$ cat config.mk
export PLATFORM = sky130hd
export DESIGN_NAME = sha_state_accum
export DESIGN_NICKNAME = d
export VERILOG_FILES = /design/src/rtl/sha_state_pkg.sv /design/src/rtl/sha_word_acc.sv /design/src/rtl/sha_state_accum.sv
export SDC_FILE = /design/constraint.sdc
export NUM_CORES = 1
export LEC_CHECK = 0
export CORE_AREA = 2 2 207 209
export DETAILED_ROUTE_END_ITERATION = 8
export DIE_AREA = 0 0 209 211
export DONT_BUFFER_PORTS = 1
export PLACE_DENSITY = 0.84
export SLEW_MARGIN = 40
export SYNTH_ARGS = -nofsm -noshare
export SYNTH_HDL_FRONTEND = slang
export SYNTH_HIERARCHICAL = 1
export SYNTH_SLANG_ARGS = --single-unit
$ cat constraint.sdc
create_clock -name clk -period 10.83 [get_ports clk]
set_input_delay 2.166 -clock clk [delete_from_list [all_inputs] [get_ports clk]]
set_output_delay 2.166 -clock clk [all_outputs]
set_load 0.02 [all_outputs]
$ cat src/rtl/sha_state_pkg.sv
// SHA chaining-state shared types, IV constants and word-slice helper.
// Used by sha_state_accum and sha_word_acc.
package sha_state_pkg;

  localparam logic [255:0] SHA256_IV = {
    32'h5be0cd19, 32'h1f83d9ab, 32'h9b05688c, 32'h510e527f,
    32'ha54ff53a, 32'h3c6ef372, 32'hbb67ae85, 32'h6a09e667
  };

  localparam logic [255:0] SHA224_IV = {
    32'hbefa4fa4, 32'h64f98fa7, 32'h68581511, 32'hffc00b31,
    32'hf70e5939, 32'h3070dd17, 32'h367cd507, 32'hc1059ed8
  };

  typedef enum logic [1:0] {
    IDLE  = 2'd0,
    ACCUM = 2'd1,
    DONE  = 2'd2
  } state_e;

  function automatic logic [31:0] sha_word(
    input logic [255:0] v,
    input int unsigned  i
  );
    return v[i*32 +: 32];
  endfunction

endpackage

$ cat src/rtl/sha_word_acc.sv
// One chaining-state word: register with load and modular add.
// Reset value, load value and addend are supplied by the bank.
module sha_word_acc
  import sha_state_pkg::*;
#(
  parameter int WORD_W = 32
) (
  input  logic              clk,
  input  logic              rst,
  input  logic [WORD_W-1:0] rst_val_i,
  input  logic              load_i,
  input  logic [WORD_W-1:0] load_val_i,
  input  logic              add_i,
  input  logic [WORD_W-1:0] add_val_i,
  output logic [WORD_W-1:0] q_o
);

  logic [WORD_W-1:0] word_q;
  logic [WORD_W-1:0] word_d;

  always_comb begin
    word_d = word_q;
    if (load_i) begin
      word_d = load_val_i;
    end else if (add_i) begin
      word_d = word_q + add_val_i;
    end
  end

  always_ff @(posedge clk) begin
    if (rst) begin
      word_q <= rst_val_i;
    end else begin
      word_q <= word_d;
    end
  end

  assign q_o = word_q;

endmodule

$ cat src/rtl/sha_state_accum.sv
// SHA chaining-state bank: IV load, per-block word-wise add, block count.
// Define SHA_STATE_ALT_IV_EN to add iv_sel and the alternate IV on init.
module sha_state_accum
  import sha_state_pkg::*;
#(
  parameter int                          N_WORDS = 8,
  parameter int                          WORD_W  = 32,
  parameter int                          CNT_W   = 16,
  parameter logic [N_WORDS*WORD_W-1:0]   IV      = SHA256_IV,
  parameter logic [N_WORDS*WORD_W-1:0]   IV_ALT  = SHA224_IV
) (
  input  logic                        clk,
  input  logic                        rst,
  input  logic                        init,
`ifdef SHA_STATE_ALT_IV_EN
  input  logic                        iv_sel,
`endif
  input  logic                        add_valid,
  output logic                        add_ready,
  input  logic [N_WORDS*WORD_W-1:0]   add_data,
  input  logic                        add_last,
  output logic [N_WORDS*WORD_W-1:0]   state_out,
  output logic [CNT_W-1:0]            block_cnt,
  output logic                        digest_valid
);

  state_e state_q;
  state_e state_d;

  logic [CNT_W-1:0] cnt_q;
  logic [CNT_W-1:0] cnt_d;
  logic             dv_q;
  logic             dv_d;

  logic                      hs;
  logic                      alt_sel;
  logic [N_WORDS*WORD_W-1:0] load_val;

`ifdef SHA_STATE_ALT_IV_EN
  assign alt_sel = iv_sel;
`else
  assign alt_sel = 1'b0;
`endif

  assign load_val  = alt_sel ? IV_ALT : IV;
  assign add_ready = (state_q == ACCUM);
  // init takes priority: a coincident add is dropped
  assign hs        = add_valid & add_ready & ~init;

  always_comb begin
    state_d = state_q;
    unique case (state_q)
      IDLE: begin
        if (init) state_d = ACCUM;
      end
      ACCUM: begin
        if (init) state_d = ACCUM;
        else if (hs && add_last) state_d = DONE;
      end
      DONE: begin
        if (init) state_d = ACCUM;
      end
      default: state_d = IDLE;
    endcase
  end

  always_comb begin
    cnt_d = cnt_q;
    dv_d  = dv_q;
    if (init) begin
      cnt_d = '0;
      dv_d  = 1'b0;
    end else if (hs) begin
      if (cnt_q != {CNT_W{1'b1}}) cnt_d = cnt_q + 1'b1;
      if (add_last) dv_d = 1'b1;
    end
  end

  always_ff @(posedge clk) begin
    if (rst) begin
      state_q <= IDLE;
      cnt_q   <= '0;
      dv_q    <= 1'b0;
    end else begin
      state_q <= state_d;
      cnt_q   <= cnt_d;
      dv_q    <= dv_d;
    end
  end

  for (genvar i = 0; i < N_WORDS; i++) begin : g_word
    sha_word_acc #(
      .WORD_W (WORD_W)
    ) u_word (
      .clk        (clk),
      .rst        (rst),
      .rst_val_i  (IV[i*WORD_W +: WORD_W]),
      .load_i     (init),
      .load_val_i (load_val[i*WORD_W +: WORD_W]),
      .add_i      (hs),
      .add_val_i  (add_data[i*WORD_W +: WORD_W]),
      .q_o        (state_out[i*WORD_W +: WORD_W])
    );
  end

  assign block_cnt    = cnt_q;
  assign digest_valid = dv_q;

endmodule

* Yosys cells after proc, flatten, opt, wreduce, memory -nomap -nowiden *
Cells that the tools add are included.

cells by class
  muxes and demuxes = 4
  reductions and logical operators = 7
  add/subtract/negate cells = 9
  multipliers = 0
  equal/unequal tests = 5
  $lt $le $gt $ge = 0
  shift operators = 0
  bitwise gates (word level) = 3
  divide/modulo/power cells = 0

operators with widths
  kind                                                             count
  32-bit adder                                                     8
  16-bit by 1-bit adder with 16-bit output, second input constant  1
  16-bit != test, second input constant                            1
  2-bit two-way mux                                                3
  2-bit AND reduction                                              3
  2-bit case mux with 2 select lines                               1
  2-bit OR reduction                                               2
  3-bit by 2-bit != test with 1-bit output, second input constant  1
  1-bit AND                                                        2
  2-bit by 1-bit == test with 1-bit output, second input constant  1
  2-bit == test, second input constant                             1
  2-bit logical NOT                                                1
  2-bit by 1-bit != test with 1-bit output, second input constant  1
  1-bit logical AND                                                1
  1-bit inverter                                                   1

storage, ports and cells
  bits in registers = 275
  latch bits = 0
  input port bits = 261
  memories = 0
  ROM bits = 0
  word-level logic and storage cells = 39
  bits in writable memories = 0

* Depth between registers and ports, before layout *
Gate-level depths: netlist of run 1.

  depth in word-level cells = 7
  gate-level depth with buffers = 11

* Cells and area by module *
The synthesis of run 1 kept the hierarchy.

modules (own cells, without submodules)
  module                               area an instance (um2)  instances  cells an instance
  sha_word_acc (g_word[3].u_word ...)  3144.3                  5          357
  sha_word_acc (g_word[0].u_word ...)  3495.9                  3          425
  sha_state_accum                      1036.0                  1          120

* Worst setup path after synthesis of run 1 *
No wires, ideal clock.

  path kind = in2reg
  start point = in add_data[96]
  end point = reg g_word[3].u_word.word_q[30] (data pin)
  data arrival time = 4.625 ns
  stages on the path = 11
  data required time = 10.555 ns
  setup slack = 5.930 ns
  path through = ha_1 fa_1 a211oi_2 o211ai_1 a221o_1 a211o_1 a221oi_4 o21ai_2 a31oi_1 xor2_1 a221oi_1

between the ends
  longest elaborated chain between the ends = 1

RTL lines
  what                  RTL line               text
  start, declared       sha_state_accum.sv:20  input logic [N_WORDS*WORD_W-1:0] add_data,
  32-bit adder          sha_word_acc.sv:26     word_d = word_q + add_val_i;
  end signal, assigned  sha_word_acc.sv:32     word_q <= rst_val_i;
  end signal, assigned  sha_word_acc.sv:34     word_q <= word_d;
  end, declared         sha_word_acc.sv:18     logic [WORD_W-1:0] word_q;

No other way between the ends.
A chain may end at the register's enable or synchronous reset.

* Worst setup path in the final report of run 1 *
  start point = in add_data[128]
  end point = reg g_word[4].u_word.word_q[30] (data pin)

between the ends
  longest elaborated chain between the ends = 1

RTL lines
  what                  RTL line
  32-bit adder          sha_word_acc.sv:26
  end signal, assigned  sha_word_acc.sv:32
  end signal, assigned  sha_word_acc.sv:34
  end, declared         sha_word_acc.sv:18

No other way between the ends.

==> run_results.csv, run 1 <==
group,metric,value,unit
final_layout,multi_input_area,0.0201,sq mm
detailed_routing,vias,25700,
sta,tns,0,ns
yosys,yosysTopAreaCellShare,28.2,%
clock_network,numClockSinks,275,
setup_path,crit_start,"add_data[128]",
run_status,outcome,"finished, final reports clean",
detailed_routing,postRouteAntennaNets,0,
setup_path,cp.arrival,5.07,ns
setup_path,path_cells,"ha_1, fa_1, a211oi_2, o211ai_1, a221o_1, a211o_1, a221oi_4, o21ai_2, a31oi_1, xor2_1, a221oi_1",
final_layout,drive_gt1_share,4.32,%
setup_path,crit_fanout,4,
yosys,yosys-top-cells-area,"edfxtp_1 28%, ha_1 11%, a21oi_1 7.1%",
yosys,syn_inst,3180,
place,routabilityCongestion,0.993,
clock_network,post_cts_resized,0,
sta,setup_viol,0,
final_layout,syn2layout_area_growth,11.5,%
grt,track_usage,37.1,%
setup_path,crit_buf_inv,0,
setup_path,rr_endpoint,"g_word[4].u_word/q_o[30]",
setup_path,endpoint,"g_word[4].u_word/q_o[30]",
yosys,syn_area_per_cell,8.57,sq um
grt,grt_overflow,0,
sta,grt_setup_unrepaired,"no",
floorplan,core-area,0.0418,sq mm
setup_path,rr_startpoint,"g_word[4].u_word/q_o[0]",
clock_network,cts-buffers-inserted,35,
sta,drv_slew,0,
sta,setup_slack,6.11,ns
place,placed_cell_area,0.0292,sq mm
setup_path,slowest_stage,"fa_1",
floorplan,num_rows,75,
setup_path,reg2reg_depth,11,
final_layout,final_nets,4078,
grt,antenna_found_initial,12,
power,p_leak,12.6,nW
yosys,synth-edff-count,256,
place,port_buffers,0,
sta,fmax,212,MHz
setup_path,cp_top_family,"compound AO/OA/AOI/OAI gates",
sta,worst_slew_pin_slew,0.815,ns
yosys,synth_flop_cell,"edfxtp_1",
floorplan,die_y,211,microns
power,power,4.73,mW
power,switching_share,40.3,%
worst_hold_path,whs_path_depth,2,
setup_path,critPathLaunchType,"input pin",
grt,grt_first_pass_wirelength,130000,microns
place,dpl_worst_slack,5.59,ns
yosys,netlist_area,0.0272,sq mm
detailed_routing,drc,0,
yosys,ys_warn_count,6,
grt,grt_pass1_vias,24300,
grt,grt_max_degree,384,
clock_network,cts_root_buf,"clkbuf_16",
power,peakVddDrop,0.121,mV
clock_network,post-cts-setup-buffer-count,0,
clock_network,clk_path_buf_depth,3,
flow_run,maxCapViolations,0,
yosys,ys_seq_area_share,29.6,%
setup_path,cp-end-kind,"flop",
setup_path,max_stage_delay,0.44,ns
detailed_routing,avgViaCountPerCell,6.21,
sta,finalHoldViolations,0,
detailed_routing,routedWlPerCell,20.6,microns
final_layout,finalInstanceArea,0.0304,sq mm
setup_path,ff2ff_setup_slack,7.09,ns
final_layout,ff_latch_area,0.00807,sq mm
floorplan,io_pins,535,
power,p_int,2.83,mW
power,p_seq_share,35.4,%
setup_path,required,11.19,ns
setup_path,critical_path_depth,11,
sta,timing.slew.headroom,45.2,%
floorplan,initial_utilization,65.2,%
power,pwr-share-comb,39.3,%
sta,min_period,4.72,ns
power,power_frac_clock,25.4,%
sta,fin_crit_sh,43.5,%
clock_network,htreeDepth,2,
detailed_routing,drtPass1Iterations,6,
clock_network,cts_tree,"yes",
setup_path,criticalPathCategory,"input pin to flop",
yosys,synth-seq-cells,275,
worst_hold_path,holdCritPathClass,"flop to flop",
sta,fin_skew,0.0239,ns
place,dp_hpwl,64200,microns
yosys,synthArstFlopShare,0,%
detailed_routing,drtIter0Drc,2339,
yosys,ys_types,77,
clock_network,hold_buffers,0,
detailed_routing,wl,85200,microns
floorplan,dieArea,0.0441,sq mm
floorplan,dieWidth,209,microns
clock_network,path_clk_slew,0.06,ns
power,p_sw,1.91,mW
yosys,synth_top_area_cell,"edfxtp_1",
clock_network,clkLatencyLatePin,0.56,ns
final_layout,fin_util,72.8,%
final_layout,nFillCells,3245,
power,power.density,156,mW/mm^2
==> worst register-to-register path, stage by stage (launching register included) <==
cell,delay (ns)
edfxtp_1,0.55
ha_1,0.28
fa_1,0.44
a211oi_2,0.28
o211ai_1,0.11
a221o_1,0.36
a211o_1,0.41
a221oi_4,0.31
o21ai_2,0.12
a31oi_1,0.22
xor2_1,0.11
a221oi_1,0.33
==> metal layers <==
layer  global-route usage (%)  vias up  wire length, microns  part of all wire [%]
met3                     11.9      231                  8860                    10
li1                         -    12400                     -                     -
met1                     44.0    11900                 32600                    38
met2                     60.6     1137                 39300                    46
met4                     19.4        4                  4390                   5.2
met5                        0        -                    33                 0.039
==> logic make-up after synthesis <==
kind of cell | share of synthesized area [%]
AOI/OAI and AO/OA | 31.4
adders and majority gates | 12.0
muxes | 1.69
buffers and inverters | 3.57
and+or+nand+nor | 14.6
xor gates and xnor gates | 7.04
DFF | 29.6
other | 0.0276
==> cell usage in the layout (no fill, tap or decap), drive strengths merged, types with 16 or more instances in the layout <==
master	synthesis	routed
a211oi	36	36
a21o	125	125
a21oi	385	385
a221oi	16	16
a22oi	42	42
a31oi	42	42
and3	32	32
clkbuf	137	37
clkinv	6	22
conb	2	512
dfxtp	19	19
edfxtp	256	256
ha	249	249
inv	50	53
mux2	23	23
mux2i	20	20
nand2	344	344
nand2b	33	33
nand3	61	61
nand4	39	39
nor2	143	143
nor2b	31	31
nor3	59	59
o211ai	98	98
o21a	109	109
o21ai	273	273
o21bai	24	24
o22ai	53	53
o31ai	24	24
or3	21	21
xnor2	110	110
xor2	109	109
==> state kept, by name, indices dropped and copies added (netlist names) <==
register,count
block_cnt,16
digest_valid,1
g_word.u_word/q_o,256
state_q,2
==> through the flow <==
stage / hold slack [ns] / instances
finish: 0.535 / 4136
detailed placement: 0.519 / 4062
floorplan: 0.466 / 3690
CTS: 0.532 / 4124
global placement: 0.485 / 4062
global route: 0.571 / 4133
==> synth_stat cells, types with 23 or more instances <==
library cell  instances
ha_1                249
nor2b_1              31
edfxtp_1            256
a211oi_1             31
nand4_1              39
xnor2_1             110
o21bai_1             24
nor3_1               56
xor2_1              109
mux2_2               23
o21ai_0             256
a21o_1              122
nand2_1             344
inv_1                50
a21oi_1             385
nand2b_1             33
nand3_1              59
o22ai_1              53
a22oi_1              42
clkbuf_1            137
nor2_1              143
a31oi_1              42
and3_1               32
o211ai_1             98
o21a_1              109
==> area by class of cell <==
type                            instances  share of cell area [%]
Inverter                               56                   0.745
Timing Repair Buffer                   12                   0.297
Tap cell                              539                    2.22
Sequential cell                       275                    26.6
Antenna cell                           12                  0.0988
Multi-Input combinational cell       3180                    66.3
Clock inverter                         25                   0.869
Clock buffer                           37                    2.91
==> how the worst min path moves through the flow <==
stage	from	to	slack [ns]
floorplan	state_q[1]	state_q[0]	0.47
global placement	state_q[1]	state_q[0]	0.49
detailed placement	state_q[1]	state_q[1]	0.52
CTS	state_q[1]	state_q[1]	0.53
global route	state_q[1]	state_q[1]	0.57
finish	state_q[1]	state_q[1]	0.53
==> power groups by stage <==
stage | logic (mW) | registers, mW | clock network (mW)
2_1_floorplan | 1.51 | 1.61 | 0
3_3_place_gp | 1.75 | 1.69 | 0
3_5_place_dp | 1.80 | 1.69 | 0
4_1_cts | 1.81 | 1.67 | 1.22
5_1_grt | 2.05 | 1.68 | 1.26
6_report | 1.86 | 1.67 | 1.20
No activity file was read; power rests on OpenSTA's default activity.
==> run 2: changes to the inputs <==
Settings changed: ABC_AREA from default to 1, CORE_AREA 2 2 207 209 to default, CORE_UTILIZATION from default to 60, DIE_AREA 0 0 209 211 to default, PLACE_DENSITY 0.84 to 0.82.
Clock period 10.83 ns to 4.1 ns, I/O delays scaled along.
==> run 2 against run 1 <==
- the run now ends with slew limit left
- sequential power increased to 2.6 times the previous value
- clock skew down 0.0058 ns
- sequential share of layout area is 4.7 points lower
- die area grew 27%
- synthesized cell count grew 80%
- non-clock buffer count increased by 7
- global-route usage is 1.2 points lower
- worst hold slack worse by 0.094 ns
- critical endpoint is now g_word[4].u_word/q_o[10]
- critical path type unchanged
- count of clock-buffer cells in the layout is 4 higher
- sequential cell count did not move
==> run_results.csv, run 2 <==
group,metric,value,unit
run_status,outcome,"finished with violations",
detailed_routing,vias,34200,
sta,tns,0,ns
yosys,synth_flop_cell,"edfxtp_1",
clock_network,post_cts_resized,0,
sta,grt_setup_unrepaired,"no",
floorplan,core-area,0.0542,sq mm
grt,track_usage,35.9,%
flow_run,maxCapViolations,0,
yosys,syn_area_per_cell,5.80,sq um
sta,fin_skew,0.0181,ns
yosys,netlist_area,0.0332,sq mm
place,routabilityCongestion,1.01,
worst_hold_path,min_from,"add_last",
worst_hold_path,hold_path_end,"digest_valid",
run_status,violations,"slew limit",
final_layout,largest_reg_flops,256,
setup_path,cp.arrival,4.07,ns
floorplan,dieArea,0.0562,sq mm
final_layout,finalInstanceArea,0.0369,sq mm
place,placed_cell_area,0.0356,sq mm
clock_network,cts_root_buf,"clkbuf_16",
clock_network,numClockSinks,275,
final_layout,layout_common_cells,"2328 x nand2_1, 927 x inv_1, 689 x nor2_1, 512 x conb_1, 317 x nand3_1",
detailed_routing,postRouteAntennaNets,0,
grt,grt_max_degree,433,
clock_network,cts_tree,"yes",
detailed_routing,avgViaCountPerCell,4.96,
setup_path,cp-end-kind,"flop",
yosys,yosysTopAreaCellShare,26.4,%
final_layout,syn2layout_area_growth,11.1,%
clock_network,path_clk_slew,0.06,ns
clock_network,htreeDepth,2,
setup_path,criticalPathCategory,"input pin to flop",
final_layout,layout_commonest_cell,"nand2_1",
clock_network,cts-buffers-inserted,37,
yosys,ys_seq_area_share,24.3,%
worst_hold_path,holdCritPathClass,"input pin to flop",
setup_path,required,4.41,ns
yosys,synth_most_common_cell,"nand2_1",
detailed_routing,drtIter0Drc,2480,
yosys,synthTopCellsByCount,"2329 x nand2_1, 934 x inv_1, 690 x nor2_1",
worst_hold_path,whs_path_depth,2,
yosys,synth-seq-cells,275,
setup_path,rr_startpoint,"g_word[5].u_word/q_o[0]",
place,port_buffers,0,
floorplan,initial_utilization,61.1,%
detailed_routing,wl,104000,microns
sta,finalHoldViolations,0,
grt,antenna_found_initial,9,
sta,fin_crit_sh,91.6,%
clock_network,hold_buffers,0,
sta,setup_viol,0,
place,dp_hpwl,82900,microns
final_layout,drive_gt1_share,3.48,%
setup_path,reg2reg_depth,14,
yosys,yosys-top-cells-area,"nand2_1 26%, edfxtp_1 23%, inv_1 11%",
setup_path,critPathLaunchType,"input pin",
yosys,syn_inst,5716,
power,peakVddDrop,0.341,mV
yosys,ys_warn_count,6,
yosys,synthArstFlopShare,0,%
sta,timing.slew.headroom,-49.0,%
grt,grt_overflow,0,
clock_network,post-cts-setup-buffer-count,0,
setup_path,crit_fanout,432,
grt,grt_first_pass_wirelength,161000,microns
detailed_routing,drtPass1Iterations,8,
floorplan,dieWidth,237,microns
power,power.density,358,mW/mm^2
floorplan,die_y,237,microns
detailed_routing,drc,0,
sta,fmax,266,MHz
sta,drv_slew,228,
yosys,synth_top_area_cell,"nand2_1",
setup_path,rr_endpoint,"g_word[5].u_word/q_o[22]",
sta,worst_slew_pin_slew,2.23,ns
final_layout,final_nets,6693,
sta,min_period,3.76,ns
floorplan,num_rows,85,
yosys,synth-edff-count,256,
clock_network,clk_path_buf_depth,3,
detailed_routing,routedWlPerCell,15.1,microns
power,p_leak,21.3,nW
grt,grt_pass1_vias,30700,
clock_network,clkLatencyLatePin,0.57,ns
setup_path,ff2ff_setup_slack,1.53,ns
yosys,ys_types,39,
floorplan,io_pins,535,
-- run 2: changes by cell type in the layout (fill, tap and decap cells not counted), moves of 53 or more --
cell | previous run | this run
a21o_1 | 122 | 8
a21oi_1 | 385 | 235
inv_1 | 50 | 927
nand2_1 | 344 | 2328
nand3_1 | 59 | 317
nor2_1 | 140 | 689
o211ai_1 | 98 | 5
o21a_1 | 109 | 11
o21ai_0 | 256 | 147
o21ai_1 | 9 | 62
o22ai_1 | 53 | 0
-- run 2: metal layers --
metal / GRT usage, % / up-vias / share of wire, %
met5: 0 / - / 0.026
met2: 58.0 / 1176 / 44
met1: 44.9 / 14700 / 42
met3: 9.66 / 255 / 9.6
li1: - / 18100 / -
met4: 16.2 / 4 / 4.7
-- run 2: cell type report --
type / count / area, sq um
multi-input cells: 4886 / 22900
fillers: 5247 / 17400
flip-flops and latches: 275 / 8070
inverters: 956 / 3590
clock buffers: 41 / 983
well taps: 696 / 871
clock inverters: 27 / 241
repair buffers: 19 / 143
diodes: 8 / 20.0
-- run 2: worst max-delay path by stage --
| stage | from | endpoint | slack [ns] | cells past startpoint |
|---|---|---|---|---|
| after floorplan | add_data[96] | g_word[3].u_word/q_o[30] | 1.64 | 14 |
| after global placement | add_data[128] | g_word[4].u_word/q_o[28] | 1.36 | 12 |
| after detailed placement | init | g_word[4].u_word/q_o[22] | 1.31 | 7 |
| after CTS | g_word[5].u_word/q_o[0] | g_word[5].u_word/q_o[30] | 1.56 | 14 |
| after global routing | g_word[5].u_word/q_o[0] | g_word[5].u_word/q_o[24] | 1.36 | 14 |
| final | rst | g_word[4].u_word/q_o[10] | 0.34 | 3 |
-- run 2: worst max-delay path, stage by stage --
cell	delay, ns
inv_1	1.24
nand2_1	0.63
buf_4	0.40
-- run 2: power breakdown --
group          internal (mW)  switching [mW]  leakage [nW]
registers               3.53           0.805          2.80
clock network           1.94            1.42         0.588
logic                   1.91            3.61          17.9
total                   7.37            5.83          21.3
-- run 2: stage by stage --
step           power (mW)  std cells  setup WS (ns)  hold slack [ns]  util [%]
3_5_place_dp         9.73       6832           1.31            0.484      65.6
3_3_place_gp         9.67       6832           1.36            0.476      65.6
2_1_floorplan        8.46       6226           1.64            0.457         -
5_1_grt              14.1       6907           1.36            0.462      68.0
6_report             13.2       6908          0.343            0.441      68.0
4_1_cts              13.1       6900           1.56            0.407      67.9
-- run 2: cell families after synthesis --
kind of cell    count (synthesis)  synth area share (%)
simple gates                 3512                  42.6
fa+ha+maj                     257                  9.88
buf+inv                      1065                  12.3
compound gates                480                  7.55
xor+xnor                      125                  3.30
other cells                     2                0.0226
flops                         275                  24.3
